===== config.mk =====
export PLATFORM = sky130hd
export DESIGN_NAME = inst_fetch_unit
export DESIGN_NICKNAME = d
export VERILOG_FILES = /design/src/rtl/inst_fetch_unit.sv
export SDC_FILE = /design/constraint.sdc
export NUM_CORES = 1
export LEC_CHECK = 0
export CAP_MARGIN = 5
export CORE_MARGIN = 3
export CORE_UTILIZATION = 40
export CTS_CLUSTER_SIZE = 14
export DETAILED_ROUTE_END_ITERATION = 8
export GPL_TIMING_DRIVEN = 1
export PLACE_DENSITY = 0.68
export SYNTH_ARGS = -nofsm -noshare
export SYNTH_HDL_FRONTEND = slang
export SYNTH_SLANG_ARGS = --single-unit

===== constraint.sdc =====
create_clock -name clk_in -period 5.2 [get_ports clk_in]
set_clock_uncertainty 0.2 [all_clocks]
set_input_delay 1.04 -clock clk_in [delete_from_list [all_inputs] [get_ports clk_in]]
set_output_delay 1.04 -clock clk_in [all_outputs]
set_load 0.01 [all_outputs]

===== src/rtl/inst_fetch_unit.sv =====
// Instruction fetch stage: owns the fetch PC, predecodes hits, buffers them in a queue.
// Optional backward-taken branch prediction is enabled with IFU_BTFN_PREDICT_EN.
module inst_fetch_unit #(
    parameter int          IQ_DEPTH = 4,
    parameter logic [31:0] RESET_PC = 32'h0
) (
    input  logic        clk_in,
    input  logic        rst_n_in,
    input  logic        rdy_in,
    output logic [31:0] pc,
    output logic        inst_req,
    input  logic        inst_ready,
    input  logic [31:0] inst_res,
    input  logic        clear,
    input  logic [31:0] clear_pc,
    output logic        iq_valid,
    output logic [31:0] iq_inst,
    output logic [31:0] iq_pc,
    output logic        iq_pred_taken,
    output logic [31:0] iq_pred_pc,
    input  logic        iq_pop
);

    localparam int AW = $clog2(IQ_DEPTH);
    localparam logic [AW:0] FULL_CNT = (AW+1)'(IQ_DEPTH);
    localparam logic [6:0] OP_JAL = 7'b1101111;
`ifdef IFU_BTFN_PREDICT_EN
    localparam logic [6:0] OP_BRANCH = 7'b1100011;
`endif

    typedef enum logic {RUN, REDIRECT} state_t;

    state_t state, state_nxt;

    logic [AW-1:0] head, tail;
    logic [AW:0]   count;
    logic [31:0]   q_inst  [IQ_DEPTH];
    logic [31:0]   q_pc    [IQ_DEPTH];
    logic [31:0]   q_pred  [IQ_DEPTH];
    logic          q_taken [IQ_DEPTH];

    logic        full;
    logic        push;
    logic        pop;
    logic        pred_taken;
    logic [31:0] pred_pc;
    logic [31:0] imm_j;
`ifdef IFU_BTFN_PREDICT_EN
    logic [31:0] imm_b;
`endif

    assign full     = (count == FULL_CNT);
    assign iq_valid = (count != '0);
    assign push     = inst_req && inst_ready;
    assign pop      = rdy_in && !clear && iq_pop && iq_valid;

    assign iq_inst       = q_inst[head];
    assign iq_pc         = q_pc[head];
    assign iq_pred_taken = q_taken[head];
    assign iq_pred_pc    = q_pred[head];

    always_ff @(posedge clk_in or negedge rst_n_in) begin
        if (!rst_n_in) begin
            state <= RUN;
        end else begin
            state <= state_nxt;
        end
    end

    // REDIRECT holds requests off for one cycle so the memory unit can drop its fill.
    always_comb begin
        state_nxt = state;
        inst_req  = 1'b0;
        if (rdy_in) begin
            unique case (state)
                RUN:      inst_req = !full && !clear;
                REDIRECT: state_nxt = RUN;
                default:  state_nxt = RUN;
            endcase
            if (clear) begin
                state_nxt = REDIRECT;
            end
        end
    end

    assign imm_j = {{12{inst_res[31]}}, inst_res[19:12], inst_res[20],
                    inst_res[30:21], 1'b0};
`ifdef IFU_BTFN_PREDICT_EN
    assign imm_b = {{20{inst_res[31]}}, inst_res[7], inst_res[30:25],
                    inst_res[11:8], 1'b0};
`endif

    always_comb begin
        pred_taken = 1'b0;
        pred_pc    = pc + 32'd4;
        if (inst_res[6:0] == OP_JAL) begin
            pred_taken = 1'b1;
            pred_pc    = pc + imm_j;
        end
`ifdef IFU_BTFN_PREDICT_EN
        else if (inst_res[6:0] == OP_BRANCH && inst_res[31]) begin
            pred_taken = 1'b1;
            pred_pc    = pc + imm_b;
        end
`endif
    end

    always_ff @(posedge clk_in or negedge rst_n_in) begin
        if (!rst_n_in) begin
            pc    <= RESET_PC;
            head  <= '0;
            tail  <= '0;
            count <= '0;
        end else if (rdy_in) begin
            if (clear) begin
                pc    <= clear_pc;
                head  <= '0;
                tail  <= '0;
                count <= '0;
            end else begin
                if (push) begin
                    pc   <= pred_pc;
                    tail <= tail + 1'b1;
                end
                if (pop) begin
                    head <= head + 1'b1;
                end
                if (push && !pop) begin
                    count <= count + 1'b1;
                end else if (!push && pop) begin
                    count <= count - 1'b1;
                end
            end
        end
    end

    always_ff @(posedge clk_in or negedge rst_n_in) begin
        if (!rst_n_in) begin
            for (int i = 0; i < IQ_DEPTH; i++) begin
                q_inst[i]  <= '0;
                q_pc[i]    <= '0;
                q_pred[i]  <= '0;
                q_taken[i] <= 1'b0;
            end
        end else if (push && !clear) begin
            q_inst[tail]  <= inst_res;
            q_pc[tail]    <= pc;
            q_pred[tail]  <= pred_pc;
            q_taken[tail] <= pred_taken;
        end
    end

endmodule


* Word level (Yosys, flattened, before mapping)
Index checks and enable logic that the tools add are counted.
** Word-level totals
- Word-level logic and storage cells :: 88
- Bits of input ports :: 70
- Bits in writable memories :: 0
- ROM bits :: 0
- Output and inout port bits :: 131
- Memories :: 0
- Flip-flop bits (word level) :: 428
- Latch bits :: 0
** Operators by class
- Equal/unequal tests :: 2
- Magnitude comparators :: 3
- Bitwise operators :: 2
- Shift-type cells :: 0
- $mul :: 0
- Add/subtract/negate cells :: 6
- Reduce and logical (&&, ||, !) cells :: 20
- Muxes and demuxes :: 34
- Divide/modulo/power cells :: 0
** Operators with widths (number)
- $bwmux 128 :: 3
- $mux 32 :: 10
- $bmux 32 s2 :: 3
- $demux 32 s2 :: 1
- $add 32x3->32 const B :: 1
- $add 32x32->32 :: 1
- $logic_and 1x1->1 :: 9
- $mux 3 :: 3
- $mux 2 :: 4
- $eq 7x7->1 const B :: 1
- $mux 1 :: 7
- $ge 3x3->1 const B :: 2
- $not 2->3 :: 2
- $reduce_and 2->1 :: 3
- $reduce_bool 3->1 :: 2
- $add 2x1->2 const B :: 2
- $bwmux 4 :: 1
- $logic_not 1->1 :: 4
- $reduce_bool 2->1 :: 2
- $add 3x1->3 const B :: 1
- $eq 3x3->1 const B :: 1
- $lt 3x1->1 const B :: 1
- $sub 3x1->3 const B :: 1
- $bmux 1 s2 :: 1
- $demux 1 s2 :: 1

* Logic depth before layout (Yosys ltp)
Gate-level depths: netlist of the first run.
- Depth after elaboration :: 11
- Gate-level depth with buffers :: 12
- Mapped depth without buffers :: 12

* Worst setup path before layout of the first run
Ideal clock, no wire load.
- Path kind :: input to register
- Start :: input port inst_res[21]
- End :: register q_pred[127] (netlist name)
- Data arrival time :: 3.118 ns
- Stages on the path :: 12
- Slack :: 1.758 ns
- Library setup time :: 0.125 ns
- Required time :: 4.875 ns
- Path buffers :: 0
- Cells stage by stage :: ha_1 -> inv_1 -> fa_1 -> nand2b_1 -> a21oi_1 -> o21ai_1 -> a211oi_1 -> nor3_1 -> xor2_1 -> o22ai_2 -> xor2_2 -> mux2_2
** Between the ends
- Cells in the longest elaborated chain, start to end :: 3
** Ends and longest elaborated chain
- start: declaration :: RTL line 13 : input logic [31:0] inst_res,
- $add 32x32->32 :: RTL line 98 : pred_pc = pc + imm_j;
- $mux 32 :: RTL line 96 : if (inst_res[6:0] == OP_JAL) begin
- $bwmux 128 :: RTL line 148 : q_pred[tail] <= pred_pc;
- end signal: indexed assignment :: RTL line 148
- end: declaration :: RTL line 39 : logic [31:0] q_pred [IQ_DEPTH];
Every way passes these cells.
A chain may end at the register's enable or synchronous reset.

* Worst setup path in the final report of the first run
- Start :: register head[0]
- End :: output port iq_inst[13]
** Between the ends
- Cells in the longest elaborated chain, start to end :: 4
** Ends and longest elaborated chain
- start: declaration :: RTL line 35 : logic [AW-1:0] head, tail;
- start signal: assignment :: RTL line 126 : head <= head + 1'b1;
- $not 2->3 (not written as such) :: RTL line 57 : assign iq_inst = q_inst[head];
- $bmux 32 s2 :: RTL line 57
- $mux 32 (not written as such) (2 in a row) :: RTL line 57
- end: declaration :: RTL line 17 : output logic [31:0] iq_inst,
Every way passes these cells. The select of a mux whose other input is x is not followed.

==> impl_metrics.tcl, run 1 <==
set metrics [dict create \
    io_pins 201 \
    finalSetupViolCount 0 \
    synthesis.instances 1656 \
    avgSynthCellArea_um2 12.6 \
    fmax_ghz 0.246 \
    antenna_found_initial 0 \
    worstSetupPathType "flop to output port" \
    place_hpwl_um 38200 \
    ir_drop_mv 0.272 \
    root_buffer "clkbuf_16" \
    finalHoldViolCount 0 \
    finalSetupTns_ns 0 \
    n_fill_cell 4439 \
    clock-sinks 424 \
    synth_xor_area_frac 0.0222 \
    grt_usage 0.208 \
    core_area_um2 50800 \
    max_cap_violations 0 \
    ant_nets 0 \
    diodes 0 \
    dieArea_um2 54800 \
    cts_setup_buffers 0 \
    synth-adder-area-share 0.0230 \
    grt_pass1_wl_um 87100 \
    detailroute.via_count 14200 \
    yosysUniqueCellTypes 65 \
    ys_warn_count 0 \
    fin_cells 2523 \
    dp.cells 2441 \
    synth_ff_type "dfrtp_1" \
    overflow 0 \
    nNetsFinal 1925 \
    die_h_um 234 \
    drive_above_1_share 0.283 \
    drt_pass1_iterations 7 \
    drt_iter0_markers 974 \
    fin_area_um2 25100 \
    max-slew-margin-rel 0.369 \
    areaGrowthSynthToFinish_pct 20.5 \
    clk_pin_slew_ns 0.06 \
    p_leak_nw 11.3 \
    via_per_inst 5.64 \
    ys_seq_elements 424 \
    clockBufferDepth 3 \
    placed_area_um2 23600 \
    synthSimpleGateAreaFrac 0.0681 \
    fin_crit_ns 4.06 \
    cts_hold_buf 0 \
    worstSkewPairLatency_ns 0.58 \
    ys_async_sr_fraction 1.00 \
    powerDensity_nw_per_um2 519 \
    synth_top_family_by_area "multiplexers" \
    wire_per_inst_um 22.3 \
    cts-htree-levels 2 \
    die_w_um 234 \
    netlist_area_um2 20800 \
    grt_max_degree 112 \
    run_status "finished, final reports clean" \
    synthMuxAreaShare 0.271 \
    layout_common_cells "dfrtp_1, mux2_2, clkdlybuf4s50_1" \
    routabilityCongestion 0.918 \
    cts_tree "built" \
    start_util 0.410 \
    cts-buffers-inserted 47 \
    crit_required_ns 3.96 \
    numPortBuffers 200 \
    ys_seq_area_frac 0.510 \
    totalWireLength_um 56400 \
    synth_edf_count 0 \
    tightestPinTransition_ns 0.937 \
    slew_viol_final 0 \
    grt_pass1_vias 14600 \
    mostFrequentLayoutCell "dfrtp_1" \
    crit_fanout 50 \
    row_count 82 \
    drc 0 \
    syn_nets 1763 \
    synth_compound_area_frac 0.0793 \
    rsz0062_at_grt "false" \
    cp-end-kind "output port" \
    cp.arrival_ns 2.82 \
    cts_resized 0 \
    period_share 0.781 \
    hp-class "flop to flop" \
    crit_path_start_kind "flop" \
]
cell type report:
type,count,area (µm²),share of cell area
clock inverter,10,131,0.00523
multi-input combinational,1095,9680,0.386
tap,672,841,0.0335
timing repair buffer,234,2370,0.0944
sequential,424,10600,0.423
inverter,16,60.1,0.00239
clock buffer,72,1390,0.0555
sequential cells by signal, summed over array words and instances (netlist names):
register,flops
q_inst,128
q_pc,126
q_pred,126
pc,32
q_taken,4
count,3
head,2
tail,2
state,1
Yosys cell counts, types with 24 or more instances:
cell,n,area share
clkbuf_1,83,0.015
dfrtp_1,424,0.51
ha_1,35,0.021
nand3_1,26,0.0062
xnor2_1,24,0.010
mux2_2,300,0.16
nor2_1,62,0.011
mux4_2,96,0.10
o21ai_0,133,0.032
xor2_1,27,0.011
a21oi_1,57,0.014
nand2_1,163,0.029
routing by layer:
metal  share of wire  vias to the layer above  track usage
met5               0                        -            0
met4           0.026                        0       0.0597
met3           0.071                       92       0.0412
met2            0.47                      483        0.329
met1            0.44                     7292        0.292
li1                -                     6357            -
per-stage QoR:
step	utilization	setup slack, ns	hold WS, ns	power (mW)
2_1_floorplan	-	1.76	0.243	7.60
3_3_place_gp	0.464	0.732	0.258	9.70
3_5_place_dp	0.464	0.675	0.266	9.84
4_1_cts	0.494	1.05	0.277	13.2
5_1_grt	0.494	0.982	0.299	13.7
6_report	0.494	1.14	0.271	13.0
report_power, final:
group	switching, mW	internal [mW]
Combinational	2.13	2.76
Clock	1.31	1.98
Sequential	0.633	4.21
Total	4.07	8.95
logic make-up (layout without fill, tap and decap cells):
logic type / Yosys count / after routing
and+or+nand+nor: 320 / 320
adders and majority gates: 37 / 37
AOI/OAI and AO/OA: 280 / 280
xor gates and xnor gates: 52 / 52
DFF: 424 / 424
muxes: 406 / 406
buffers and inverters: 137 / 332
worst max-delay path, cell delays in order (launching register included):
cell and delay (ns):
dfrtp_4 0.63, buf_12 0.40, mux4_2 0.61, clkdlybuf4s50_1 0.52
path summary, 6_finish.rpt:
kind                       depth (start not counted)       start  slack (ns)          end
max                                                3     head[0]        1.14  iq_inst[13]
min                                                2  q_pred[29]        0.27   q_pred[29]
max reg2reg                                       10       pc[2]        1.66   q_pred[25]
min reg2reg                                        2  q_pred[29]        0.27   q_pred[29]
max in group asynchronous                          2    rst_n_in        3.35      q_pc[8]
min in group asynchronous                          1    rst_n_in        0.37   q_inst[75]
Note: power is estimated with default switching activity, not from simulation.
==> run 2: changes to the inputs <==
==> constraint.sdc (replaced) <==
create_clock -name clk_in -period 4.23 [get_ports clk_in]
set_clock_uncertainty 0.2 [all_clocks]
set_input_delay 0.846 -clock clk_in [delete_from_list [all_inputs] [get_ports clk_in]]
set_output_delay 0.846 -clock clk_in [all_outputs]
set_load 0.01 [all_outputs]
==> impl_metrics.tcl, run 2 (synthesis results as in run 1) <==
set metrics [dict create \
    run_status "finished, final reports clean" \
    grt_max_degree 102 \
    worst_r2r_endpoint "q_pred[29]" \
    clock-sinks 424 \
    start_util 0.410 \
    max-slew-margin-rel 0.361 \
    period_share 0.900 \
    crit_required_ns 3.18 \
    cp.arrival_ns 2.76 \
    cts_tree "built" \
    crit_buf_inv 2 \
    clockBufferDepth 3 \
    worstSetupPathType "flop to output port" \
    fin_cells 2579 \
    dieArea_um2 54800 \
    crit_fanout 16 \
    areaGrowthSynthToFinish_pct 22.7 \
    grt_pass1_wl_um 87900 \
    slowest_stage "dfrtp_4" \
    cp_cell_sequence "buf_4 -> mux4_2 -> clkdlybuf4s50_1" \
    wire_per_inst_um 21.8 \
    drt_iter0_markers 1022 \
    grt_pass1_vias 14900 \
    antenna_found_initial 1 \
    crit_path_end "iq_pred_pc[18]" \
    cts-htree-levels 2 \
    die_h_um 234 \
    finalHoldViolCount 0 \
    cts_setup_buffers 0 \
    hp-class "input port to async pin" \
    cts_resized 0 \
    diodes 0 \
    largest_register_ff_count 128 \
    reg_top3 "q_inst: 128 flops, q_pc: 126 flops, q_pred: 126 flops" \
    worstSkewPairLatency_ns 0.58 \
    path_delay_family "buffers and inverters" \
    rr_startpoint "pc[2]" \
    root_buffer "clkbuf_16" \
    slew_viol_final 0 \
    fmax_ghz 0.263 \
    cp-end-kind "output port" \
    cts-buffers-inserted 46 \
    crit_path_start_kind "flop" \
    rr_worst_depth 12 \
    ir_drop_mv 0.299 \
    routabilityCongestion 0.920 \
    mostFrequentLayoutCell "dfrtp_1" \
    place_hpwl_um 39000 \
    max_stage_delay_ns 0.67 \
    rsz0062_at_grt "false" \
    core_area_um2 50800 \
    detailroute.via_count 14400 \
    drc 0 \
    critPathLaunch "head[0]" \
    die_w_um 234 \
    max_cap_violations 0 \
    overflow 0 \
    n_fill_cell 4398 \
    finalSetupViolCount 0 \
    totalWireLength_um 56300 \
    r2r_slack_ns 0.72 \
    grt_usage 0.209 \
    regMostFlops "q_inst" \
    drt_pass1_iterations 5 \
    crit_cells 3 \
    nNetsFinal 1980 \
    row_count 82 \
    numPortBuffers 200 \
    via_per_inst 5.57 \
    tightestPinTransition_ns 0.958 \
    cts_hold_buf 0 \
    powerDensity_nw_per_um2 631 \
    drive_above_1_share 0.305 \
    fin_area_um2 25500 \
    ant_nets 0 \
    layout_common_cells "dfrtp_1, mux2_2, clkdlybuf4s50_1" \
    p_leak_nw 11.5 \
    fin_crit_ns 3.81 \
    placed_area_um2 24000 \
    clk_pin_slew_ns 0.06 \
    io_pins 201 \
    dp.cells 2497 \
]
## run 2: worst min-delay path by stage
| stage | from | end | slack (ns) | cells past startpoint |
|---|---|---|---|---|
| after floorplan | q_pred[47] | q_pred[47] | 0.24 | 2 |
| after global placement | q_pred[69] | q_pred[69] | 0.26 | 2 |
| after detailed placement | q_pc[2] | q_pc[2] | 0.27 | 2 |
| after CTS | rst_n_in | q_inst[37] | 0.19 | 1 |
| after global routing | rst_n_in | q_inst[109] | 0.20 | 1 |
| final | rst_n_in | q_inst[76] | 0.16 | 1 |
## run 2: worst register-to-register path, stage by stage, from the launching register on
cell and delay (ns):
dfrtp_1 0.55, inv_1 0.24, fa_1 0.47, nand2b_1 0.18, a21oi_1 0.25, o21ai_1 0.23, a21oi_1 0.30, o21ai_0 0.21
o21bai_1 0.22, xor2_1 0.17, a21oi_1 0.08, buf_4 0.15, o21ai_0 0.18
## run 2: power by group
part / switching, mW / internal [mW] / total [mW]
Sequential: 0.757 / 5.17 / 5.93
Combinational: 2.68 / 3.51 / 6.19
Clock: 1.63 / 2.37 / 4.00
Total: 5.07 / 11.1 / 16.1
## run 2: metrics by stage
stage          setup slack [ns]  utilization  hold slack [ns]  power, mW  setup TNS (ns)
2_1_floorplan             0.982            -            0.243       9.34               0
3_3_place_gp             0.0191        0.473            0.258       12.1               0
3_5_place_dp            -0.0258        0.473            0.266       12.3         -0.0329
4_1_cts                   0.344        0.503            0.187       16.3               0
5_1_grt                   0.287        0.503            0.204       17.0               0
6_report                  0.422        0.503            0.158       16.1               0
## run 2: per-layer routing
| layer | up-vias | global-route usage | share of wire |
|---|---|---|---|
| met5 | - | 0 | 0.00016 |
| li1 | 6483 | - | - |
| met1 | 7376 | 0.296 | 0.45 |
| met2 | 433 | 0.332 | 0.47 |
| met3 | 65 | 0.0415 | 0.062 |
| met4 | 2 | 0.0495 | 0.020 |
## run 2: cell type report
cell class / instances / area [µm²] / share of cell area
sequential: 424 / 10600 / 0.416
multi-input combinational: 1095 / 9680 / 0.379
timing repair buffer: 290 / 2840 / 0.111
clock buffer: 72 / 1390 / 0.0544
tap: 672 / 841 / 0.0329
clock inverter: 10 / 110 / 0.00431
inverter: 16 / 60.1 / 0.00235
==> variant, RTL diff (flow settings as in run 2) <==
`IQ_DEPTH`: 4 -> 8.
--- a/src/rtl/inst_fetch_unit.sv
+++ b/src/rtl/inst_fetch_unit.sv
@@ -1,7 +1,7 @@
 // Instruction fetch stage: owns the fetch PC, predecodes hits, buffers them in a queue.
 // Optional backward-taken branch prediction is enabled with IFU_BTFN_PREDICT_EN.
 module inst_fetch_unit #(
-    parameter int          IQ_DEPTH = 4,
+    parameter int          IQ_DEPTH = 8,
     parameter logic [31:0] RESET_PC = 32'h0
 ) (
     input  logic        clk_in,
Check against the original RTL: not settled (the Yosys comparison gave no result); the edit may change what the design does.
==> variant against run 2 <==
  * Fmax down 7.4%
  * Total power rose by 56%
  * Sequential power is 60% higher
  * Highest routed layer is now met4
  * Worst setup slack got worse by 0.30 ns
  * Via count is 99% higher
  * Sequential cell count increased by 387
  * Global-route usage is 2.1 points higher
  * Cell count is 100% higher
  * Routed wire length up 100%
  * Register-to-register slack worse by 0.13 ns
  * Area after synthesis up 85%
  * Synthesized cell count grew 120%
  * Largest cell class unchanged
  * Final area rose by 81%
==> variant: results (changes against run 2) <==
| Metric | Value |
|---|---|
| H-Tree Depth | `3 (was 2)` |
| Sequential cell area fraction in the yosys report | `0.526 (was 0.510)` |
| Cell-internal power | `17.4 mW (was 11.1 mW)` |
| Final layout net count | `3957 (was 1980)` |
| Top cells by area, synth | `dfrtp_1, nand2_1, mux4_2 (was dfrtp_1, mux2_2, mux4_2)` |
| R2R setup slack | `0.59 ns (was 0.72 ns)` |
| Status | `complete, no violations (unchanged)` |
| Ratio of cells with drive above 1 in the final layout | `0.225 (was 0.305)` |
| DP Wirelength | `73.9 mm (was 39.0 mm)` |
| DR vias/cell | `5.50 (was 5.57)` |
| Worst r2r src | `pc[2] (unchanged)` |
| Met3 Track Usage GR | `0.0335 (was 0.0415)` |
| Buffers on Ports | `200 (unchanged)` |
| DR iter-0 viols | `2527 (was 1022)` |
| Ant. Diodes | `0 (unchanged)` |
| Fin crit period | `4.11 ns (was 3.81 ns)` |
| Reg2Reg Capture Point | `q_pred[235] (was q_pred[29])` |
| Setup Slack @ Placement | `-0.0889 ns (was -0.0258 ns)` |
| Slew Limit Fails | `0 (unchanged)` |
| # fillers | `8625 (was 4398)` |
| Routability cong. | `0.910 (was 0.920)` |
| Vias in the first global route | `29227 (was 14885)` |
| Clock root buffer | `clkbuf_16 (unchanged)` |
| Area post-placement | `43300 um2 (was 24000 um2)` |
| Cells after Synth | `3618 (was 1656)` |
| Clock transition at path regs | `0.06 ns (about the same)` |
| Most used routing layer | `met2 (unchanged)` |
| Clock Path Buffers | `3 (unchanged)` |
| Leakage | `22.2 nW (was 11.5 nW)` |
| Post-synth top flop | `dfrtp_1 (unchanged)` |
| Yosys cell types | `75 (was 65)` |
| Critical path origin | `head[0] (unchanged)` |
| Worst VDD drop | `0.000335 V (was 0.000299 V)` |
| Met1 Use GR | `0.316 (was 0.296)` |
| First-pass GRT wire length | `176 mm (was 87.9 mm)` |
| Placed insts | `5026 (was 2497)` |
| Met2 Track Usage GR | `0.370 (was 0.332)` |
| Worst-path fanout max | `54 (was 16)` |
| Crit path to | `iq_pred_pc[28] (was iq_pred_pc[18])` |
| Worst EP arrival | `3.06 ns (was 2.76 ns)` |
| Overall global routing resource usage | `0.229 (was 0.209)` |
| TritonCTS buffer count | `86 (was 46)` |
| Biggest regs | `q_inst (256), q_pc (255), q_pred (249) (was q_inst (128), q_pc (126), q_pred (126))` |
| Routed len/inst | `22.1 um (was 21.8 um)` |
| Worst Hold Class | `in -> async (unchanged)` |
| Syn Nets | `3725 (was 1763)` |
| Pin count of the biggest net entering global routing | `110 (was 102)` |
| Slew of the pin with the lowest slew margin | `1.03 ns (was 0.958 ns)` |
| Reg2Reg Depth | `12 (unchanged)` |
| Clock latency on the worst-skew pair | `0.66 ns (was 0.58 ns)` |
| Initial antenna violation count | `1 (unchanged)` |
| Commonest cells in the netlist | `nand2_1, dfrtp_1, mux2_2 (was dfrtp_1, mux2_2, nand2_1)` |
| Post-route insts no fill | `5180 (was 2579)` |
| Synth warnings | `0 (unchanged)` |
variant: changes by cell type after synthesis, sizes merged, moves of 96 or more:
cell / run 2 / this run
dfrtp: 424 / 811
nand2: 163 / 1274
clkbuf: 84 / 235
o21ai: 149 / 283
mux4: 96 / 192
variant: worst max-delay path: stages (launching register included):
cell             delay, ns
dfrtp_4               0.51
buf_12                0.41
mux4_2                0.56
mux2_2                0.37
clkdlybuf4s50_1       0.53
variant: power by group through the flow:
stage	sequential, mW	clock (mW)	combinational, mW
after global routing	9.60	8.19	8.53
after detailed placement	9.63	0	7.91
after floorplan	9.31	0	4.59
after CTS	9.48	7.88	8.01
final	9.49	7.75	7.93
after global placement	9.58	0	7.83
variant: layer usage:
layer	up-vias	wire length, um
li1	12835	-
met1	14609	49600
met2	865	54200
met3	200	6510
met4	0	4020
met5	-	0
variant: repair_timing:
action,in CTS,in global routing
hold buffers,0,0
buffers inserted,1,0
gates resized for setup,0,2
endpoints found under the hold margin,0,0
setup endpoints to repair,12,1
pin swaps,0,0
variant: cell families (layout without fill, tap and decap cells):
group	after synthesis	after routing	synth area share
buf+inv	303	600	0.0304
flops	811	811	0.526
mux	505	505	0.203
compound gates	458	458	0.0695
xor+xnor	47	47	0.0107
simple gates	1457	1457	0.149
fa+ha+maj	37	37	0.0124
variant: layout make-up:
cell class,instances,area (um2),share of cell area
Sequential cell,811,20300,0.439
Inverter,27,101,0.00219
Timing Repair Buffer,420,4130,0.0893
Tap cell,1265,1580,0.0342
Clock inverter,30,385,0.00833
Multi-Input combinational cell,2504,17300,0.373
Clock buffer,123,2500,0.0541
variant: per-stage QoR:
step           hold slack, ns  setup TNS, ns
4_1_cts                0.0516              0
2_1_floorplan           0.240              0
5_1_grt                0.0781              0
3_5_place_dp            0.257         -0.692
3_3_place_gp            0.252         -0.446
6_report               0.0271              0
